**config.mk**
```make
export PLATFORM = sky130hd
export DESIGN_NAME = uart_echo_msg_ctrl_flat
export DESIGN_NICKNAME = d
export VERILOG_FILES = /design/src/rtl/uart_echo_msg_ctrl_pkg.sv /design/src/rtl/uart_echo_msg_ctrl_if.sv /design/src/rtl/uart_echo_msg_ctrl_btn_debounce.sv /design/src/rtl/uart_echo_msg_ctrl.sv /design/src/flat_wrapper.sv
export SDC_FILE = /design/constraint.sdc
export NUM_CORES = 1
export LEC_CHECK = 0
export ABC_AREA = 0
export CORE_ASPECT_RATIO = 1.1
export CORE_MARGIN = 2
export CORE_UTILIZATION = 63
export CTS_CLUSTER_DIAMETER = 120
export DETAILED_ROUTE_END_ITERATION = 8
export DONT_BUFFER_PORTS = 1
export GPL_ROUTABILITY_DRIVEN = 0
export PLACE_DENSITY = 0.79
export SLEW_MARGIN = 20
export SYNTH_ARGS = -nofsm -noshare
export SYNTH_HDL_FRONTEND = slang
export SYNTH_SLANG_ARGS = --single-unit
```
**constraint.sdc**
```tcl
create_clock -name CLK -period 3.9 [get_ports CLK]
set_clock_uncertainty 0.15 [all_clocks]
set_input_delay 0.39 -clock CLK [delete_from_list [all_inputs] [get_ports CLK]]
set_output_delay 0.39 -clock CLK [all_outputs]
set_load 0.02 [all_outputs]
```
**src/rtl/uart_echo_msg_ctrl_pkg.sv**
```systemverilog
// Shared constants for the UART echo/message controller: FSM and mode
// encodings, ASCII codes and the button message ROM.
package uart_echo_pkg;

   localparam logic [2:0] ST_IDLE      = 3'd0;
   localparam logic [2:0] ST_MSG_LOAD  = 3'd1;
   localparam logic [2:0] ST_ECHO_LOAD = 3'd2;
   localparam logic [2:0] ST_SEND      = 3'd3;
   localparam logic [2:0] ST_SETTLE    = 3'd4;
   localparam logic [2:0] ST_WAIT_RDY  = 3'd5;
   localparam logic [2:0] ST_LF_LOAD   = 3'd6;

   localparam logic [1:0] MODE_MSG     = 2'd0;
   localparam logic [1:0] MODE_ECHO    = 2'd1;
   localparam logic [1:0] MODE_ECHO_LF = 2'd2;

   localparam logic [7:0] STX = 8'h02;
   localparam logic [7:0] ETX = 8'h03;
   localparam logic [7:0] CR  = 8'h0D;
   localparam logic [7:0] LF  = 8'h0A;

   localparam logic [7:0] MSG_ROM [0:15] = '{
      STX, 8'h41, 8'h52, 8'h54, 8'h59, CR, LF, ETX,
      8'h00, 8'h00, 8'h00, 8'h00, 8'h00, 8'h00, 8'h00, 8'h00
   };

endpackage

```
**src/rtl/uart_echo_msg_ctrl_if.sv**
```systemverilog
// Byte handshake between the controller and the UART RX/TX controllers.
interface uart_echo_msg_ctrl_if;
   import uart_echo_pkg::*;

   logic [7:0] rx_data;
   logic       rx_valid;
   logic       tx_ready;
   logic       tx_send;
   logic [7:0] tx_data;

   modport master (
      input  rx_data, rx_valid, tx_ready,
      output tx_send, tx_data
   );

   modport slave (
      output rx_data, rx_valid, tx_ready,
      input  tx_send, tx_data
   );

endinterface

```
**src/rtl/uart_echo_msg_ctrl_btn_debounce.sv**
```systemverilog
// Push-button synchroniser and debouncer; emits a one-cycle pulse when the
// debounced level rises.
module btn_debounce
   import uart_echo_pkg::*;
#(
   parameter int DEBOUNCE_CYC = 1000000
) (
   input  logic CLK,
   input  logic RST_N,
   input  logic btn_raw,
   output logic btn_rise
);

   localparam int CW = $clog2(DEBOUNCE_CYC + 1);

   logic          sync_1;
   logic          sync_2;
   logic          deb;
   logic [CW-1:0] cnt;

   always_ff @(posedge CLK or negedge RST_N) begin
      if (!RST_N) begin
         sync_1   <= 1'b0;
         sync_2   <= 1'b0;
         deb      <= 1'b0;
         cnt      <= '0;
         btn_rise <= 1'b0;
      end else begin
         sync_1   <= btn_raw;
         sync_2   <= sync_1;
         btn_rise <= 1'b0;
         // count only while the input disagrees; any agreement restarts
         if (sync_2 != deb) begin
            if (cnt == CW'(DEBOUNCE_CYC - 1)) begin
               deb      <= sync_2;
               cnt      <= '0;
               btn_rise <= sync_2;
            end else begin
               cnt <= cnt + CW'(1);
            end
         end else begin
            cnt <= '0;
         end
      end
   end

endmodule

```
**src/rtl/uart_echo_msg_ctrl.sv**
```systemverilog
// Echo/message controller: buffers RX bytes in a FIFO and replays them via
// the TX controller; a debounced button press sends the ROM message.
module uart_echo_msg_ctrl
   import uart_echo_pkg::*;
#(
   parameter int MSG_LEN      = 8,
   parameter int FIFO_AW      = 4,
   parameter int DEBOUNCE_CYC = 1000000,
   parameter int CR_EXPAND    = 1
) (
   input  logic                 CLK,
   input  logic                 RST_N,
   input  logic                 btn_0,
   uart_echo_msg_ctrl_if.master bus,
   output logic [FIFO_AW:0]     fifo_count,
   output logic                 overflow,
   output logic                 busy
);

   localparam int DEPTH = 1 << FIFO_AW;

   logic [2:0]         state;
   logic [1:0]         mode;
   logic [4:0]         msg_idx;
   logic               btn_pend;
   logic               btn_rise;
   logic [7:0]         mem [DEPTH];
   logic [FIFO_AW-1:0] wr_ptr;
   logic [FIFO_AW-1:0] rd_ptr;
   logic               fifo_wr;
   logic               fifo_rd;
   logic               enter_msg;

   btn_debounce #(.DEBOUNCE_CYC(DEBOUNCE_CYC)) u_debounce (
      .CLK      (CLK),
      .RST_N    (RST_N),
      .btn_raw  (btn_0),
      .btn_rise (btn_rise)
   );

   assign fifo_wr     = bus.rx_valid && (fifo_count < (FIFO_AW+1)'(DEPTH));
   assign fifo_rd     = (state == ST_ECHO_LOAD);
   assign enter_msg   = (state == ST_IDLE) && btn_pend;
   assign bus.tx_send = (state == ST_SEND);
   assign busy        = (state != ST_IDLE);

   always_ff @(posedge CLK) begin
      if (fifo_wr) mem[wr_ptr] <= bus.rx_data;
   end

   always_ff @(posedge CLK or negedge RST_N) begin
      if (!RST_N) begin
         wr_ptr     <= '0;
         rd_ptr     <= '0;
         fifo_count <= '0;
         overflow   <= 1'b0;
      end else begin
         if (fifo_wr) wr_ptr <= wr_ptr + FIFO_AW'(1);
         if (fifo_rd) rd_ptr <= rd_ptr + FIFO_AW'(1);
         if (bus.rx_valid && !fifo_wr) overflow <= 1'b1;
         case ({fifo_wr, fifo_rd})
            2'b10:   fifo_count <= fifo_count + (FIFO_AW+1)'(1);
            2'b01:   fifo_count <= fifo_count - (FIFO_AW+1)'(1);
            default: fifo_count <= fifo_count;
         endcase
      end
   end

   // clearing on MSG_LOAD entry wins, so a press landing in that cycle is dropped
   always_ff @(posedge CLK or negedge RST_N) begin
      if (!RST_N)         btn_pend <= 1'b0;
      else if (enter_msg) btn_pend <= 1'b0;
      else if (btn_rise)  btn_pend <= 1'b1;
   end

   always_ff @(posedge CLK or negedge RST_N) begin
      if (!RST_N) begin
         state       <= ST_IDLE;
         mode        <= MODE_MSG;
         msg_idx     <= '0;
         bus.tx_data <= '0;
      end else begin
         case (state)
            ST_IDLE: begin
               if (btn_pend) begin
                  msg_idx <= '0;
                  state   <= ST_MSG_LOAD;
               end else if (fifo_count != '0) begin
                  state <= ST_ECHO_LOAD;
               end
            end
            ST_MSG_LOAD: begin
               bus.tx_data <= MSG_ROM[msg_idx[3:0]];
               msg_idx     <= msg_idx + 5'd1;
               mode        <= MODE_MSG;
               state       <= ST_SEND;
            end
            ST_ECHO_LOAD: begin
               bus.tx_data <= mem[rd_ptr];
               mode        <= MODE_ECHO;
               state       <= ST_SEND;
            end
            ST_LF_LOAD: begin
               bus.tx_data <= LF;
               mode        <= MODE_ECHO_LF;
               state       <= ST_SEND;
            end
            ST_SEND:   state <= ST_SETTLE;
            ST_SETTLE: state <= ST_WAIT_RDY;
            ST_WAIT_RDY: begin
               if (bus.tx_ready) begin
                  if (mode == MODE_MSG && msg_idx < 5'(MSG_LEN))
                     state <= ST_MSG_LOAD;
                  else if (mode == MODE_ECHO && CR_EXPAND != 0 && bus.tx_data == CR)
                     state <= ST_LF_LOAD;
                  else
                     state <= ST_IDLE;
               end
            end
            default: state <= ST_IDLE;
         endcase
      end
   end

endmodule

```
**src/flat_wrapper.sv**
```systemverilog
// flat-port wrapper written by rule: the top's interface ports become plain ports
module uart_echo_msg_ctrl_flat import uart_echo_pkg::*;
#(
   parameter int MSG_LEN      = 8,
   parameter int FIFO_AW      = 4,
   parameter int DEBOUNCE_CYC = 1000000,
   parameter int CR_EXPAND    = 1
)
  (CLK, RST_N, btn_0, fifo_count, overflow, busy, bus_rx_data, bus_rx_valid, bus_tx_ready, bus_tx_send, bus_tx_data);
  uart_echo_msg_ctrl_if bus_i ();
  input  logic CLK;
  input  logic RST_N;
  input  logic btn_0;
  output logic [FIFO_AW:0] fifo_count;
  output logic overflow;
  output logic busy;
  input wire logic [$bits(bus_i.rx_data)-1:0] bus_rx_data;
  input wire logic [$bits(bus_i.rx_valid)-1:0] bus_rx_valid;
  input wire logic [$bits(bus_i.tx_ready)-1:0] bus_tx_ready;
  output wire logic [$bits(bus_i.tx_send)-1:0] bus_tx_send;
  output wire logic [$bits(bus_i.tx_data)-1:0] bus_tx_data;
  assign bus_i.rx_data = bus_rx_data;
  assign bus_i.rx_valid = bus_rx_valid;
  assign bus_i.tx_ready = bus_tx_ready;
  assign bus_tx_send = bus_i.tx_send;
  assign bus_tx_data = bus_i.tx_data;
  uart_echo_msg_ctrl #(.MSG_LEN(MSG_LEN), .FIFO_AW(FIFO_AW), .DEBOUNCE_CYC(DEBOUNCE_CYC), .CR_EXPAND(CR_EXPAND)) u_core (.CLK(CLK), .RST_N(RST_N), .btn_0(btn_0), .bus(bus_i), .fifo_count(fifo_count), .overflow(overflow), .busy(busy));
endmodule
```
[Word-level counts from Yosys, hierarchy flattened]
Memories as Yosys holds them, arrays and structs flattened.
Cells that the tools add are included.
Cells by class
  add/sub/neg operators: 6
  order comparisons: 3
  eq/ne operators: 15
  mux-type cells: 21
  bitwise gates (word level): 1
  reductions and logical operators: 18
Operators with widths (count)
  $mux 20: 2
  $pmux 8 s3: 1
  $add 20x1->20 const B: 1
  $eq 20x20->1 const B: 1
  $pmux 5 s2: 2
  $mux 8: 2
  $mux 3: 5
  $pmux 3 s5: 1
  $add 5x1->5 const B: 2
  $eq 3x3->1 const B: 3
  $add 4x1->4 const B: 2
  $eq 8x4->1 const B: 1
  $eq 3x2->1 const B: 2
  $mux 1: 6
  $pmux 2 s3: 1
  $reduce_and 2->1: 3
  $reduce_bool 2->1: 3
  $reduce_bool 3->1: 2
  $ge 5x5->1 const B: 1
  $logic_and 1x1->1: 5
  $lt 5x4->1 const B: 1
  $lt 5x5->1 const B: 1
  $mux 5: 1
  $not 4->5: 1
  13 further kinds: 14
Word-level totals
  register bits: 57
  RAM bits: 128
  bits in read-only memories: 128
  input bits: 13
  output and inout bits: 16
  memories: 2
Memory list
  (name not given): depth 16, width 8, rd ports 1, clocked after memory_dff 0, write ports 0, RTL line uart_echo_msg_ctrl.sv:93  | bus.tx_data <= MSG_ROM[msg_idx[3:0]];
  u_core.mem: depth 16, width 8, rd ports 1, clocked after memory_dff 0, write ports 1, RTL line uart_echo_msg_ctrl.sv:27  | logic [7:0] mem [DEPTH];

[Longest topological paths before layout]
Gate-level depths: netlist of the first run.
  word-level depth: 6
  gate-level depth with buffers: 14
  gate-level depth less buffers: 10

[Cells and area by module]
A second synthesis of the first run with hierarchy kept.
Second synthesis, totals
  cell total of the unflattened synthesis: 519
  area, all modules: 8003.9 um^2
Modules (own cells, without submodules)
  uart_echo_msg_ctrl: times used 1, cells an instance 412, area an instance 6819.0 um^2, sequential area each 4669.5 um^2
  btn_debounce: times used 1, cells an instance 107, area an instance 1184.9 um^2, sequential area each 600.6 um^2

[Least setup slack after synthesis of the first run]
Ideal clock, no wire load.
  kind: reg-to-reg
  start: register u_core.state[0]
  end: register u_core.fifo_count[4]
  setup time: 0.134 ns
  arrival: 2.432 ns
  data required time: 3.616 ns
  slack: 1.184 ns
  stages on the path, launching flop included: 15
  period minus slack after synthesis: 2.716 ns
  cells stage by stage: dfrtp_1 -> clkbuf_1 -> nor2b_1 -> clkbuf_1 -> nand2b_1 -> buf_2 -> clkinv_1 -> ha_1 -> clkbuf_1 -> xor2_1 -> ha_1 -> and3b_1 -> o21ai_0 -> a21oi_1 -> xor2_1
Between the ends
  longest elaborated chain between the ends: 3
  elaborated cells on any way between the ends: 5
  those cells by class: eq/ne: 3; mux: 1; reduce/logical: 1
Ends and longest elaborated chain
  start: declaration: RTL line uart_echo_msg_ctrl.sv:22  | logic [2:0] state;
  start signal: assignment: RTL line uart_echo_msg_ctrl.sv:78  | state <= ST_IDLE;
  start signal: assignment: RTL line uart_echo_msg_ctrl.sv:87  | state <= ST_MSG_LOAD;
  start signal: assignment: RTL line uart_echo_msg_ctrl.sv:89  | state <= ST_ECHO_LOAD;
  $eq 3x2->1 (*): RTL line uart_echo_msg_ctrl.sv:42  | assign fifo_rd = (state == ST_ECHO_LOAD);
  $eq 2x1->1 / $eq 2x2->1 (equally long branches): RTL line uart_echo_msg_ctrl.sv:61  | case ({fifo_wr, fifo_rd})
  $pmux 5 s2 / $reduce_bool 2->1 (equally long branches)
  end signal: assignment: RTL line uart_echo_msg_ctrl.sv:62  | 2'b10: fifo_count <= fifo_count + (FIFO_AW+1)'(1);
  end signal: assignment: RTL line uart_echo_msg_ctrl.sv:63  | 2'b01: fifo_count <= fifo_count - (FIFO_AW+1)'(1);
  end signal: assignment: RTL line uart_echo_msg_ctrl.sv:64  | default: fifo_count <= fifo_count;
  end: declaration: RTL line uart_echo_msg_ctrl.sv:15  | output logic [FIFO_AW:0] fifo_count,
Mark *: on every way between the ends. The rest lies on a longest branch, timed or not.
A chain may end at the register's enable or synchronous reset.

[Worst setup path after layout of the first run]
  start: register u_core.state[1]
  end: register u_core.fifo_count[4]
Same word-level chain as after synthesis.

==> results of run 1 <==
sequential cells by signal (all words and copies together), names as in the netlist:
signal and flops:
u_core.wr_ptr 4, u_core.u_debounce.sync_2 1, u_core.u_debounce.sync_1 1, u_core.u_debounce.btn_rise 1, u_core.mem 128, u_core.btn_pend 1, u_core.bus.tx_data 8, u_core.mode 2
u_core.fifo_count 5, u_core.state 3, u_core.rd_ptr 4, u_core.overflow 1, u_core.u_debounce.deb 1, u_core.msg_idx 5, u_core.u_debounce.cnt 20
final cells by class:
cell class | count | share of cell area [%]
clock buffer | 19 | 4.94
sequential | 185 | 60.1
tap | 157 | 2.24
antenna | 1 | 0.0285
inverter | 12 | 0.514
multi-input combinational | 289 | 28.6
timing repair buffer | 20 | 2.25
clock inverter | 13 | 1.33
final timing paths:
| path | startpoint | end | slack (ns) | cells after the start |
|---|---|---|---|---|
| max in group asynchronous | RST_N | u_core.rd_ptr[0] | 2.99 | 2 |
| worst min register to register | u_core.u_debounce.sync_1 | u_core.u_debounce.sync_2 | 0.21 | 0 |
| worst min-delay path | bus_tx_ready | u_core.state[1] | 0.08 | 4 |
| worst max-delay path | u_core.state[1] | u_core.fifo_count[4] | 0.61 | 10 |
| worst max register to register | u_core.state[1] | u_core.fifo_count[4] | 0.61 | 10 |
| min in group asynchronous | RST_N | u_core.msg_idx[3] | 0.36 | 2 |
critical path, stage by stage (launching register included):
cell and delay, ns:
dfrtp_1 0.65, nor2b_1 0.44, nand2b_1 0.28, clkinv_1 0.26, ha_1 0.35, xor2_1 0.20
ha_1 0.25, nand4b_1 0.11, a21o_1 0.19, a21oi_1 0.16, xor2_1 0.16
power by group through the flow:
stage               Clock, uW  Combinational, uW  Sequential (uW)
detailed placement          0               1530             2950
floorplan                   0               1430             2630
CTS                      1640               1580             2920
finish                   1630               1590             2920
global route             1720               1730             2980
global placement            0               1490             2940
stage by stage:
step,cell area (um2),std cells
after floorplan,7930,511
after global placement,8080,651
after detailed placement,8080,651
after CTS,8770,695
after global routing,8770,696
final,8770,696
cells by family (layout without fill, tap and decap cells):
family / count (synthesis) / in the layout
flops: 185 / 185
simple gates: 141 / 141
compound gates: 58 / 58
mux: 47 / 47
buf+inv: 37 / 64
xor+xnor: 28 / 28
fa+ha+maj: 15 / 15
other cells: 0 / 1
metal layers:
| layer | global-route usage (%) | vias to the layer above | part of all wire, % | wire (um) |
|---|---|---|---|---|
| met2 | 40.6 | 197 | 50 | 8230 |
| li1 | - | 2001 | - | - |
| met4 | 10.9 | 0 | 2.9 | 467 |
| met5 | 0 | - | 0 | 0 |
| met3 | 7.06 | 44 | 7.2 | 1170 |
| met1 | 33.4 | 2248 | 39 | 6430 |
Yosys cell counts, types with 5 or more instances:
| library cell | count |
|---|---|
| clkbuf_1 | 16 |
| edfxtp_1 | 128 |
| nor4_1 | 9 |
| or4_1 | 5 |
| nand3_1 | 12 |
| nor2b_1 | 7 |
| buf_2 | 7 |
| mux2i_1 | 7 |
| nor2_1 | 39 |
| a21o_1 | 6 |
| mux4_2 | 35 |
| o31ai_1 | 5 |
| a21oi_1 | 10 |
| mux2_2 | 5 |
| inv_1 | 11 |
| dfrtp_1 | 57 |
| o21ai_0 | 11 |
| xnor2_1 | 16 |
| nand2_1 | 25 |
| nor3_1 | 9 |
| nand4_1 | 8 |
| nand2b_1 | 6 |
| a31oi_1 | 5 |
| ha_1 | 15 |
| xor2_1 | 12 |
| a22o_1 | 5 |
timing repair:
item / CTS / global route
hold buffers: 12 / 0
hold endpoints to repair: 187 / 0
setup buffers: 0 / 0
==> metrics.md, run 1 <==
| Metric | Value |
|---|---|
| CTS H-tree depth | `4` |
| Share of cells above drive strength 1 | `~16%` |
| VDD IR-drop max | `0.000512 V` |
| Critical Path Fanout Max | `17` |
| CTS tree | `done` |
| Outcome | `completed` |
| Nets | `553` |
| Clock transition at path regs | `~0.07 ns` |
| Worst-Skew Late Latency | `0.43 ns` |
| Remaining DRCs | `0` |
| Largest net degree at the start of global routing | `58` |
| Most frequent cells in the layout | `edfxtp_1, dfrtp_1, nor2_1` |
| Number of synthesized register bits | `about 190` |
| Die W | `between 100 and 150 um` |
| Initial antenna violation count | `1` |
| Yosys warning total | `0` |
| Comb pwr share | `roughly 26%` |
| Leakage | `0.00311 uW` |
| Post-synthesis sequential area ratio | `around two thirds` |
| Final hold slack | `slightly below 0.08 ns` |
| Post-synth top area share | `between 40% and 50%` |
| Slew @ Worst Pin | `about 1.1 ns` |
| Simple-gate share of the synthesized area | `about a tenth` |
| Filler Cell Count | `just under 800` |
| Slew Viols, Final | `0` |
| Synthesized net count | `between 500 and 600` |
| Cell variety after synth | `between 50 and 60` |
| Setup crit start kind | `register` |
| Compound-Gate Fraction of Synth Area | `under 10%` |
| DR pass1 iterations | `5` |
| Die height | `between 100 and 150 um` |
| Cts repair resizes | `0` |
| Vias per inst | `6.45` |
| Synthesized area per cell | `between 15 and 20 um2` |
| Fraction of registers with async set/reset | `slightly above 30%` |
| I/O Buffers | `0` |
| Main combinational cell family by area after synthesis | `multiplexers` |
| Initial DRC count | `about 530` |
| Layout area overhead | `10.6%` |
| Post-synth top area cell | `edfxtp_1` |
| Clock buffer depth | `2` |
| Initial Utilization | `between 60% and 70%` |
| Final setup violation count | `0` |
| Post-route ant nets | `0` |
| Register area | `0.00527 mm2` |
| Synth Area in XOR/XNOR | `between 3 and 4%` |
| Fmax | `between 0.3 and 0.4 GHz` |
| Area contributors post-synth | `edfxtp_1, dfrtp_1, mux4_2` |
| Crit Path Category | `register to register` |
| Clock power frac | `a little over a quarter` |
| Sw power | `2050 uW` |
| Ports | `29` |
| Rel. slew slack | `between 20 and 30%` |
| Power, Total | `6140 uW` |
| Dominant synthesized flop cell | `edfxtp_1` |
| Post-synth EDFFs | `approximately 130` |
| Sw frac | `between 30% and 40%` |
| WL final | `roughly 16000 um` |
| Synth Instances | `roughly 510` |
| Multiplexer area fraction after synthesis | `around 12%` |
| Detail Placement HPWL | `~10000 um` |
| Post-synthesis adder-cell area fraction | `2.37%` |
| Tightest Hold Check Type | `primary input to register` |
| Setup WS pre-CTS | `0.688 ns` |
| Global route total overflow | `0` |
| First-pass GRT wire length | `25000 um` |
| Sequential group share of total power | `between 40% and 50%` |
| Pwr dens | `around 700 mW/mm2` |
| Root Buffer | `clkbuf_16` |
| TritonCTS Sinks | `about 190` |
| Pint | `approximately 4100 uW` |
| Die ar. | `around 0.014 mm2` |
| RSZ-0062 raised after global routing | `no` |
| Number of max-cap violations | `0` |
| Hold Vio Cnt, Final | `0` |
| Total global-route track usage | `between 20 and 30%` |
| Cts bufs inserted | `17` |
| Syn Std Cell Area | `0.00793 mm2` |
| Crit share post-route | `between 80% and 90%` |
| Total core area | `roughly 0.012 mm2` |
| Final critical-path setup slack | `around 0.61 ns` |
| Critical path data required time | `around 4 ns` |
| Final TNS setup | `0 ns` |
| Tmin final | `approximately 3.3 ns` |
| Vias in the first global route | `roughly 4400` |
| Rows | `43` |
| WL/cell | `23.4 um` |
| Vias | `~4500` |
| Multi-input gate area | `roughly 0.0025 mm2` |
| CP endpoint kind | `register` |
| Util after Layout | `a little over two thirds` |
| CP arrival | `approximately 3.5 ns` |
| Commonest non-fill, non-tap cell in the layout | `edfxtp_1` |
(Power assumes the default switching activity.)
==> run 2, diff against run 1 <==
--- a/config.mk
+++ b/config.mk
@@ -8,12 +8,12 @@
 export ABC_AREA = 0
 export CORE_ASPECT_RATIO = 1.1
 export CORE_MARGIN = 2
-export CORE_UTILIZATION = 63
+export CORE_UTILIZATION = 57
 export CTS_CLUSTER_DIAMETER = 120
 export DETAILED_ROUTE_END_ITERATION = 8
 export DONT_BUFFER_PORTS = 1
 export GPL_ROUTABILITY_DRIVEN = 0
-export PLACE_DENSITY = 0.79
+export PLACE_DENSITY = 0.75
 export SLEW_MARGIN = 20
 export SYNTH_ARGS = -nofsm -noshare
 export SYNTH_HDL_FRONTEND = slang
==> constraint.sdc (replaced) <==
create_clock -name CLK -period 2.85 [get_ports CLK]
set_clock_uncertainty 0.15 [all_clocks]
set_input_delay 0.285 -clock CLK [delete_from_list [all_inputs] [get_ports CLK]]
set_output_delay 0.285 -clock CLK [all_outputs]
set_load 0.02 [all_outputs]
==> metrics.md, run 2 (synthesis gave the netlist of run 1 again) <==
| Metric | Value |
|---|---|
| Biggest regs | `u_core.mem (128), u_core.u_debounce.cnt (20), u_core.bus.tx_data (8)` |
| Post-route ant nets | `0` |
| Detail Placement HPWL | `roughly 10000 um` |
| Outcome | `completed` |
| Crit Path Category | `register to register` |
| CTS tree | `done` |
| Most frequent cells in the layout | `edfxtp_1, dfrtp_1, nor2_1` |
| I/O Buffers | `0` |
| Critical Path Source | `u_core.state[0]` |
| Critical path data required time | `roughly 3.0 ns` |
| R2R cell count | `10` |
| Largest Register | `u_core.mem` |
| Initial antenna violation count | `0` |
| Setup crit start kind | `register` |
| Filler Cell Count | `939` |
| Reg2reg end | `u_core.fifo_count[4]` |
| Fmax | `roughly 0.39 GHz` |
| Pwr dens | `slightly below 1000 mW/mm2` |
| Slowest CP cell | `dfrtp_1` |
| Final TNS setup | `0 ns` |
| Total global-route track usage | `a little under a quarter` |
| DR pass1 iterations | `5` |
| Hold Vio Cnt, Final | `0` |
| Clock transition at path regs | `about 0.060 ns` |
| Vias in the first global route | `approximately 4700` |
| Cts bufs inserted | `17` |
| Initial Utilization | `a little under 60%` |
| WL/cell | `21.7 um` |
| Diode count | `0` |
| CP arrival | `2.76 ns` |
| Worst Hold Endpoint | `u_core.state[0]` |
| Die ar. | `approximately 0.015 mm2` |
| Share of cells above drive strength 1 | `around a fifth` |
| Reg2reg setup slack | `between 0.2 and 0.3 ns` |
| Rows | `45` |
| Remaining DRCs | `0` |
| Leakage | `0.00325 uW` |
| CTS H-tree depth | `4` |
| Total core area | `about 0.014 mm2` |
| Critical Path Fanout Max | `8` |
| CP endpoint kind | `register` |
| Slew @ Worst Pin | `approximately 0.64 ns` |
| Final setup violation count | `0` |
| Die W | `about 120 um` |
| Tightest Hold Check Type | `primary input to register` |
| Worst-Skew Late Latency | `around 0.42 ns` |
| Setup Buffers After CTS | `0` |
| Initial DRC count | `approximately 660` |
| Global route total overflow | `0` |
| WL final | `16200 um` |
| Final hold slack | `roughly 0.046 ns` |
| Number of max-cap violations | `0` |
| Hold Path Stages | `2` |
| Clock buffer depth | `2` |
| Slew Viols, Final | `0` |
| VDD IR-drop max | `0.000455 V` |
| Hold path start | `bus_tx_ready` |
| Die height | `~130 um` |
| R2R Path Start | `u_core.state[0]` |
| Tmin final | `approximately 2.6 ns` |
| RSZ-0062 raised after global routing | `no` |
| Vias | `approximately 4700` |
| Ports | `29` |
| Rel. slew slack | `~57%` |
| First-pass GRT wire length | `roughly 26000 um` |
| Nets | `around 570` |
| Crit share post-route | `between 90% and 100%` |
| Vias per inst | `roughly 6.2` |
| Largest register FFs | `approximately 130` |
| TritonCTS Sinks | `around 190` |
| Root Buffer | `clkbuf_16` |
| Layout area overhead | `14.0%` |
| Crit-path cells | `nor2b_2 -> nand2b_1 -> clkinv_1 -> ha_1 -> xor2_1 -> ha_1 -> nand4b_1 -> a21o_1 -> a21oi_1 -> xor2_1` |
| Commonest non-fill, non-tap cell in the layout | `edfxtp_1` |
| Largest net degree at the start of global routing | `58` |
| Crit path largest cell delay | `about 0.40 ns` |
==> run 2: where the power goes <==
part | internal (uW) | switching [uW]
clock network | 1400 | 1020
registers | 3240 | 490
logic | 1240 | 1330
total | 5880 | 2840
==> run 2: worst max-delay path: cells and delay by family (launching register included) <==
family,cells,cell delay (ns)
fa+ha+maj,2,0.53
compound gates,2,0.36
flops,1,0.40
xor+xnor,2,0.35
simple gates,3,0.61
buf+inv,1,0.09
==> run 2: per-stage QoR <==
step / setup slack (ns) / total power, uW / cells / instance area [um2] / util (%)
2_1_floorplan: 0.134 / 5550 / 511 / 7930 / -
3_3_place_gp: 0.435 / 6150 / 702 / 8280 / 60.5
3_5_place_dp: 0.264 / 6260 / 702 / 8280 / 60.5
4_1_cts: 0.135 / 8750 / 747 / 9040 / 66.1
5_1_grt: 0.105 / 9170 / 747 / 9040 / 66.1
6_report: 0.281 / 8720 / 747 / 9040 / 66.1
==> run 2: worst max-delay path by stage <==
| stage | to | slack [ns] | cells after the start |
|---|---|---|---|
| after floorplan | u_core.fifo_count[4] | 0.13 | 14 |
| after CTS | u_core.fifo_count[4] | 0.14 | 10 |
| after global routing | u_core.fifo_count[4] | 0.11 | 10 |
| final | u_core.fifo_count[4] | 0.28 | 10 |
| after global placement | u_core.fifo_count[4] | 0.44 | 10 |
| after detailed placement | u_core.fifo_count[4] | 0.26 | 10 |
==> run 2: layer usage <==
layer | global-route usage [%] | wire length [um]
met1 | 33.3 | 6600
met2 | 37.0 | 7930
met3 | 5.91 | 1340
met4 | 8.40 | 361
met5 | 0 | 0
==> run 2: repair_timing <==
action / 4_1_cts / 5_1_grt
resized for setup: 0 / 1
hold buffers: 13 / 0
endpoints found under the hold margin: 189 / 0
setup endpoints to repair: 0 / 2
==> run 2: area by class of cell <==
class	instances	area, um2	area share (%)
flip-flops and latches	185	5270	58.3
multi-input cells	289	2510	27.8
clock buffers	17	425	4.70
repair buffers	41	370	4.10
well taps	188	235	2.60
clock inverters	15	185	2.05
inverters	12	45.0	0.498
